## src/rtl/mac_pkg.sv

```systemverilog
// Shared types and saturating-add helper for the multiply-accumulate stage.
package mac_pkg;

  typedef enum logic [1:0] {IDLE, ACC, HOLD} mac_state_e;

  // Widest accumulator the saturating adder supports.
  localparam int unsigned SAT_MAX_W = 64;

  typedef struct packed {
    logic                 ovf;
    logic [SAT_MAX_W-1:0] sum;
  } sat_res_t;

  // Unsigned add that clamps to 2^acc_width-1. The caller passes its
  // ACC_WIDTH and uses the low acc_width bits of .sum.
  function automatic sat_res_t sat_add(input logic [SAT_MAX_W-1:0] acc,
                                       input logic [SAT_MAX_W-1:0] prod,
                                       input int unsigned          acc_width);
    logic [SAT_MAX_W:0] sum;
    logic [SAT_MAX_W:0] lim;
    sat_res_t           res;
    sum     = {1'b0, acc} + {1'b0, prod};
    lim     = ({{SAT_MAX_W{1'b0}}, 1'b1} << acc_width) - {{SAT_MAX_W{1'b0}}, 1'b1};
    res.ovf = (sum > lim);
    res.sum = res.ovf ? lim[SAT_MAX_W-1:0] : sum[SAT_MAX_W-1:0];
    return res;
  endfunction

endpackage

```

## src/rtl/mac_accumulator_multiplier.sv

```systemverilog
// Combinational unsigned multiplier feeding the accumulator.
module multiplier #(
  parameter int unsigned WIDTH = 8
) (
  input  logic [WIDTH-1:0]   a,
  input  logic [WIDTH-1:0]   b,
  output logic [2*WIDTH-1:0] product
);

  // Full-width product, no pipelining.
  always_comb product = a * b;

endmodule

```

## src/rtl/mac_accumulator.sv

```systemverilog
// Saturating multiply-accumulate: sums LEN products per result and
// presents each result on a valid/ready port.
module mac_accumulator
  import mac_pkg::*;
#(
  parameter int unsigned WIDTH     = 8,
  parameter int unsigned ACC_WIDTH = 24,
  parameter int unsigned LEN       = 4
) (
  input  logic                 clk,
  input  logic                 rst_n,
  input  logic                 clear,
  input  logic                 in_valid,
  output logic                 in_ready,
  input  logic [WIDTH-1:0]     a,
  input  logic [WIDTH-1:0]     b,
  output logic                 out_valid,
  input  logic                 out_ready,
  output logic [ACC_WIDTH-1:0] acc_out,
  output logic                 overflow
);

  localparam int unsigned CW = (LEN > 1) ? $clog2(LEN + 1) : 1;

  mac_state_e           state_q, state_d;
  logic [ACC_WIDTH-1:0] acc_q, acc_d;
  logic [ACC_WIDTH-1:0] acc_out_q, acc_out_d;
  logic [CW-1:0]        cnt_q, cnt_d;
  logic                 ovf_q, ovf_d;
  logic [2*WIDTH-1:0]   product;
  sat_res_t             sat_r;
  logic                 sat_unused;
  logic                 accept;

  multiplier #(.WIDTH(WIDTH)) u_mult (
    .a       (a),
    .b       (b),
    .product (product)
  );

  assign sat_r      = sat_add(SAT_MAX_W'(acc_q), SAT_MAX_W'(product), ACC_WIDTH);
  assign sat_unused = ^sat_r;

  assign in_ready  = (state_q != HOLD);
  assign out_valid = (state_q == HOLD);
  assign accept    = in_valid && in_ready;
  assign acc_out   = acc_out_q;
  assign overflow  = ovf_q;

  // Next-state: clear wins over everything; acc_out is loaded on entry to HOLD
  // so it is already valid in the first out_valid cycle.
  always_comb begin
    state_d   = state_q;
    acc_d     = acc_q;
    cnt_d     = cnt_q;
    ovf_d     = ovf_q;
    acc_out_d = acc_out_q;
    if (clear) begin
      state_d   = IDLE;
      acc_d     = '0;
      cnt_d     = '0;
      ovf_d     = 1'b0;
      acc_out_d = '0;
    end else begin
      case (state_q)
        IDLE: begin
          if (accept) begin
            acc_d = ACC_WIDTH'(product);
            cnt_d = CW'(1);
            if (LEN == 1) begin
              state_d   = HOLD;
              acc_out_d = ACC_WIDTH'(product);
            end else begin
              state_d = ACC;
            end
          end
        end
        ACC: begin
          if (accept) begin
            acc_d = sat_r.sum[ACC_WIDTH-1:0];
            ovf_d = ovf_q | sat_r.ovf;
            cnt_d = cnt_q + 1'b1;
            if (cnt_q == CW'(LEN - 1)) begin
              state_d   = HOLD;
              acc_out_d = sat_r.sum[ACC_WIDTH-1:0];
            end
          end
        end
        HOLD: begin
          if (out_ready) begin
            state_d = IDLE;
            acc_d   = '0;
            cnt_d   = '0;
            ovf_d   = 1'b0;
          end
        end
        default: state_d = IDLE;
      endcase
    end
  end

  // State and datapath registers.
  always_ff @(posedge clk or negedge rst_n) begin
    if (!rst_n) begin
      state_q   <= IDLE;
      acc_q     <= '0;
      cnt_q     <= '0;
      ovf_q     <= 1'b0;
      acc_out_q <= '0;
    end else begin
      state_q   <= state_d;
      acc_q     <= acc_d;
      cnt_q     <= cnt_d;
      ovf_q     <= ovf_d;
      acc_out_q <= acc_out_d;
    end
  end

endmodule

```

## config.mk

```make
export PLATFORM = sky130hd
export DESIGN_NAME = mac_accumulator
export DESIGN_NICKNAME = d
export VERILOG_FILES = /design/src/rtl/mac_pkg.sv /design/src/rtl/mac_accumulator_multiplier.sv /design/src/rtl/mac_accumulator.sv
export SDC_FILE = /design/constraint.sdc
export NUM_CORES = 1
export LEC_CHECK = 0
export CORE_ASPECT_RATIO = 0.8
export CORE_MARGIN = 2
export CORE_UTILIZATION = 35
export CTS_CLUSTER_SIZE = 14
export DETAILED_ROUTE_END_ITERATION = 16
export MAX_ROUTING_LAYER = met4
export RECOVER_POWER = 50
export SLEW_MARGIN = 20
export SYNTH_ARGS = -nofsm -noshare
export SYNTH_HDL_FRONTEND = slang
export SYNTH_SLANG_ARGS = --single-unit
```

## constraint.sdc

```tcl
create_clock -name clk -period 3.1 [get_ports clk]
set_input_delay 0.62 -clock clk [delete_from_list [all_inputs] [get_ports clk]]
set_output_delay 0.62 -clock clk [all_outputs]
set_load 0.05 [all_outputs]
```

==> run_results.csv, run 1 <==
group,metric,value,unit
sta,hold_ws,334,ps
hold_path,hp-class,"in -> async",
synthesis,synthTopCellsByCount,"74 x inv_1, 60 x ha_1, 58 x and2_1",
sta,worst_pin_slew,1580,ps
sta,fin_ws,-2600,ps
detailed_routing,ant_nets,0,
detailed_routing,vias,5571,
power_and_ir_drop,power_frac_seq,11.7,%
sta,slew_viol_final,27,
clock_network,cts-root-buf,"clkbuf_16",
critical_path,cp-endpoint,"acc_q[23]",
placement,portBuffers,47,
detailed_routing,viasPerCell,5.29,
power_and_ir_drop,ir_drop,0.000607,V
critical_path,reg2reg_to,"acc_out[22]",
grt,antenna_found_initial,0,
outcome,violations,"max-capacitance violations, max-slew violations, negative setup slack",
synthesis,synth_nets,777,
power_and_ir_drop,p_int,4.03,mW
die,ios,48,
final_layout,drive_above_1_share,32.6,%
final_layout,n_fill_cell,1435,
critical_path,reg2reg_depth,9,
sta,relSlewSlack,-5.19,%
synthesis,avgSynthCellArea,8.76,um^2
detailed_routing,drtIter0Drc,345,
synthesis,synthFlopType,"dfrtp_1",
power_and_ir_drop,pwr-share-clk,8.8,%
final_layout,final_util,52.1,%
sta,fmax,175,MHz
clock_network,cts.sinks,54,
synthesis,ys_seq_elements,54,
critical_path,r2r_start,"acc_q[0]",
sta,fin_skew,7.58,ps
detailed_routing,drt-pass1-iter-count,5,
outcome,status,"finished, violations left",
die,initial_utilization,36.2,%
die,die_h,119,um
detailed_routing,routed_wl,16500,um
synthesis,synth_top_area_share,23.4,%
critical_path,cp_max_fo,6,
power_and_ir_drop,sw_frac_of_total,46.1,%
sta,fin_crit,5700,ps
die,core,0.0160,mm^2
synthesis,synth_cells,659,
synthesis,yosys-top-cells-area,"dfrtp_1 23%, ha_1 13%, fa_1 13%, and2_1 6.3%, inv_1 4.8%",
sta,grt_setup_unrepaired,"true",
power_and_ir_drop,combinationalPowerShare,79.5,%
detailed_routing,wire_per_inst,15.6,um
synthesis,async_reset_ff_share,100,%
grt,grt_pass1_vias,5649,
clock_network,clock_latency,300,ps
placement,dp.final_hpwl,12600,um
synthesis,yosysMostFrequentCell,"inv_1",
synthesis,seq_area_frac_synth,23.4,%
sta,tns,-120680,ps
placement,post-place-cells,1019,
clock_network,cts_made_buffers,5,
clock_network,cts_tree,"done",
sta,finalCritPeriodShare,184,%
clock_network,htreeDepth,2,
synthesis,synth_edf_count,0,
detailed_routing,drc,0,
power_and_ir_drop,p_per_area,899,mW/mm^2
die,die-area,0.0176,mm^2
die,rows,41,
grt,grt_max_degree,27,
final_layout,num_antenna_cells,0,
critical_path,crit_path_start_kind,"input port",
clock_network,cts-hold-fix-buffers,0,
final_layout,fin_nets,955,
die,die_w,148,um
clock_network,clkTransAtPathRegs,70,ps
power_and_ir_drop,power.switching,3.44,mW
synthesis,yosysTopAreaCell,"dfrtp_1",
clock_network,clock_path_buffers,2,
sta,finalSetupViolCount,49,
grt,grt_pass1_wl,27500,um
critical_path,crit_arrival,5880,ps
grt,grt_remaining_overflow,0,
synthesis,yosysWarnings,0,
synthesis,netlist_area,0.00578,mm^2
critical_path,path_class,"in -> reg",
job,cap_violations,1,
critical_path,required,3280,ps
critical_path,cp-startpoint,"a[4]",
grt,grt_usage,19.7,%
final_layout,instances_no_fill,1053,
final_layout,area_growth,43.9,%
power_and_ir_drop,leakage,3.73,nW
critical_path,cp-end-kind,"register",
placement,gp_congestion,0.968,
synthesis,yosysUniqueCellTypes,64,
critical_path,r2r_slack,390,ps
sta,final_hold_viol_count,0,
-- layer usage --
metal	wire length [um]	GRT usage, %
met1	7820	27.7
met2	7700	30.8
met3	792	2.41
met4	155	3.67
met5	0	-
-- cell usage in the layout (no fill, tap or decap), drive strengths merged, types with 4 or more instances in the layout --
master and instances:
o21bai 6, nor2 45, ha 60, buf 159, a22oi 14, inv 74, nand4 10, or3 5
o2bb2ai 5, fa 37, and3 6, clkbuf 9, nand3 7, nor2b 4, o21a 5, a21o 8
a21oi 44, nor3 15, xnor2 20, a2111oi 6, o211ai 7, a211o 6, and2 59, o21ai 34
clkdlybuf4s50 30, dfrtp 54, a211oi 18, nand2 46
-- logic make-up after synthesis --
family                     count (synthesis)  synth area share [%]
DFF                                       54                  23.4
and+or+nand+nor                          205                  18.2
AOI/OAI and AO/OA                        183                  22.4
xor gates and xnor gates                  22                  3.34
adders and majority gates                 97                  25.8
buffers and inverters                     98                  6.91
-- flip-flops by register name (all words and copies together) (netlist names) --
| signal | flops |
|---|---|
| acc_q | 24 |
| overflow | 1 |
| cnt_q | 3 |
| acc_out | 24 |
| state_q | 2 |
-- final cells by class --
cell class,count,area (um^2),share of cell area (%)
clock buffer,6,129,1.55
clock inverter,2,37.5,0.452
sequential,54,1350,16.3
multi-input combinational,507,4580,55.1
inverter,74,278,3.34
timing repair buffer,195,1670,20.0
tap,215,269,3.24
-- stage by stage --
step / area, um^2 / total power [mW] / worst slack [ps]
6_report: 8310 / 7.47 / -2600
5_1_grt: 8310 / 8.05 / -2900
4_1_cts: 8050 / 7.28 / -2570
3_5_place_dp: 7450 / 6.15 / -3510
3_3_place_gp: 7450 / 6.09 / -3380
2_1_floorplan: 5910 / 4.12 / -2510
-- how the worst min path moves through the flow --
stage                         from  slack, ps  cells past startpoint    endpoint
final                        rst_n        330                      1  acc_out[1]
after global placement    cnt_q[2]        470                      2    cnt_q[2]
after CTS                    rst_n        200                      1  acc_out[1]
after detailed placement  cnt_q[1]        480                      2    cnt_q[1]
after floorplan              rst_n        320                      0  acc_out[0]
after global routing         rst_n        410                      1  acc_out[5]
-- worst max-delay path, cell delays in order --
cell	delay [ps]
buf_8	110
buf_6	110
and2_4	130
fa_2	350
fa_1	490
fa_1	560
inv_2	40
fa_1	510
inv_2	50
ha_4	250
o21ai_4	170
a21oi_2	90
a2111oi_2	360
nor3_1	90
xnor2_1	200
inv_1	100
ha_4	290
buf_6	100
nand4_1	140
nor2_2	250
a31oi_4	160
buf_12	190
a21oi_4	210
buf_6	130
o21bai_1	50
o2bb2ai_1	120
-- power by group through the flow --
stage	Combinational [mW]	Sequential, mW	Clock, mW
floorplan	3.25	0.874	0
global placement	5.21	0.872	0
detailed placement	5.27	0.874	0
CTS	5.74	0.871	0.671
global route	6.48	0.884	0.694
finish	5.94	0.871	0.659
-- timing repair --
action | CTS | global route
endpoints found under the setup margin | 49 | 49
endpoints found under the hold margin | 0 | 0
pin swaps | 73 | 39
setup buffers | 19 | 12
gates cloned | 1 | 0
resized for setup | 135 | 61
Note: power is estimated with default switching activity, not from simulation.
==> run 2: changes to the inputs <==
- PLACE_DENSITY_LB_ADDON: not set -> 0.12
==> run 2 against run 1 <==
Against the previous run: the run ends with negative setup slack left; via count decreased by 2.4%; sequential share of layout area shrank 0.38 points; sequential cell count stayed put; final area rose by 2.4%; largest power group unchanged; worst setup slack lost 26 ps; power grew 8.8%; wire length grew 2.2%; clock-buffer cell count shrank 1; die area unchanged; first-iteration DRC count decreased by 4.6%.
==> run_results.csv, run 2 (synthesis results as in run 1) <==
group,metric,value,unit
hold_path,hp-class,"reg -> reg",
critical_path,reg2reg_depth,9,
critical_path,crit_path_start_kind,"input port",
critical_path,critical-path-top-delay-family,"adder cells",
sta,fin_skew,5.61,ps
die,rows,41,
hold_path,hold_depth,2,
final_layout,area_growth,47.3,%
placement,dp_slack,-3570,ps
clock_network,cts_tree,"done",
power_and_ir_drop,p_per_area,955,mW/mm^2
critical_path,cp_max_fo,8,
final_layout,num_antenna_cells,0,
detailed_routing,drt-pass1-iter-count,5,
outcome,status,"finished, violations left",
sta,relSlewSlack,22.7,%
grt,grt_remaining_overflow,0,
critical_path,max_stage_delay,560,ps
detailed_routing,drc,0,
detailed_routing,ant_nets,0,
outcome,violations,"negative setup slack",
grt,gr-usage-met2,30.1,%
grt,top_usage_layer,"met2",
final_layout,fin_nets,947,
placement,placed_area,0.00744,mm^2
grt,grt_max_degree,32,
critical_path,path_class,"in -> reg",
job,cap_violations,0,
critical_path,cp-end-kind,"register",
clock_network,clock_latency,300,ps
power_and_ir_drop,ir_drop,0.000549,V
placement,dp.final_hpwl,12900,um
power_and_ir_drop,power,8.13,mW
clock_network,cts-root-buf,"clkbuf_16",
die,initial_utilization,36.2,%
final_layout,finalInstanceArea,0.00851,mm^2
sta,fin_ws,-2630,ps
die,die_w,148,um
die,die-area,0.0176,mm^2
grt,grt_pass1_wl,27800,um
detailed_routing,viasPerCell,5.20,
clock_network,cts_made_buffers,5,
grt,antenna_found_initial,0,
power_and_ir_drop,leakage,3.77,nW
sta,fin_crit,5730,ps
clock_network,cts-hold-fix-buffers,0,
clock_network,clkTransAtPathRegs,80,ps
die,core,0.0160,mm^2
detailed_routing,drtIter0Drc,329,
clock_network,htreeDepth,2,
sta,final_hold_viol_count,0,
die,ios,48,
detailed_routing,routed_wl,16800,um
sta,finalSetupViolCount,49,
placement,portBuffers,47,
critical_path,required,3290,ps
critical_path,crit_buf_inv,8,
final_layout,drive_above_1_share,35.3,%
final_layout,layout_common_cells,"121 x buf_4, 66 x inv_1, 54 x dfrtp_1",
hold_path,hold_path.startpoint,"cnt_q[2]",
critical_path,crit_arrival,5910,ps
sta,fmax,175,MHz
grt,met1_usage,29.5,%
sta,hold_ws,489,ps
sta,worst_pin_slew,1160,ps
grt,use_met3,2.26,%
critical_path,reg2reg_to,"acc_out[22]",
critical_path,critical_path_depth,26,
sta,grt_setup_unrepaired,"true",
sta,finalCritPeriodShare,185,%
detailed_routing,wire_per_inst,16.1,um
hold_path,min_to,"cnt_q[2]",
clock_network,cts.sinks,54,
detailed_routing,vias,5438,
sta,slew_viol_final,0,
die,die_h,119,um
grt,grt_pass1_vias,5460,
critical_path,r2r_start,"acc_q[0]",
final_layout,final_common_cell,"buf_4",
placement,gp_congestion,0.920,
grt,grt_usage,19.8,%
final_layout,final_util,53.3,%
critical_path,r2r_slack,410,ps
critical_path,critPathSlowestCell,"fa_1",
clock_network,clock_path_buffers,2,
-- run 2: per-layer routing --
| metal | routed length, um | part of all wire (%) | vias to the layer above |
|---|---|---|---|
| met1 | 8770 | 52 | 2713 |
| met2 | 7570 | 45 | 65 |
| met3 | 440 | 2.6 | 4 |
| met5 | 0 | 0 | - |
| met4 | 38 | 0.23 | 0 |
| li1 | - | - | 2656 |
-- run 2: worst max path at each step --
stage	slack, ps	from	endpoint
after floorplan	-2510	b[2]	acc_q[0]
after global placement	-3410	b[2]	acc_out[19]
after detailed placement	-3570	b[2]	acc_out[23]
after CTS	-2630	a[5]	acc_out[23]
after global routing	-2820	a[4]	acc_out[15]
final	-2630	a[4]	acc_q[15]
-- run 2: cell type report --
| class | instances | area (um^2) |
|---|---|---|
| tap | 215 | 269 |
| sequential | 54 | 1350 |
| inverter | 74 | 278 |
| clock inverter | 3 | 43.8 |
| fill | 1476 | 7440 |
| timing repair buffer | 187 | 1640 |
| multi-input combinational | 507 | 4800 |
| clock buffer | 5 | 125 |
-- run 2: power breakdown --
group	switching, mW	internal (mW)
sequential	0.0686	0.798
combinational	3.40	3.19
clock	0.284	0.384
-- run 2: per-stage QoR --
step / instances / TNS, ps
floorplan: 659 / -114880
global placement: 1016 / -158180
detailed placement: 1016 / -164190
CTS: 1034 / -123930
global route: 1045 / -132800
finish: 1045 / -122540
-- run 2: repair_timing --
action,4_1_cts,5_1_grt
endpoints found under the setup margin,49,49
pin swaps,51,58
resized for setup,117,111
buffers inserted,11,10
cloned,0,2
-- run 2: tightest hold or removal path, stage by stage (launching register included) --
cell	delay, ps
dfrtp_1	350
nand2_1	40
o21ai_0	60
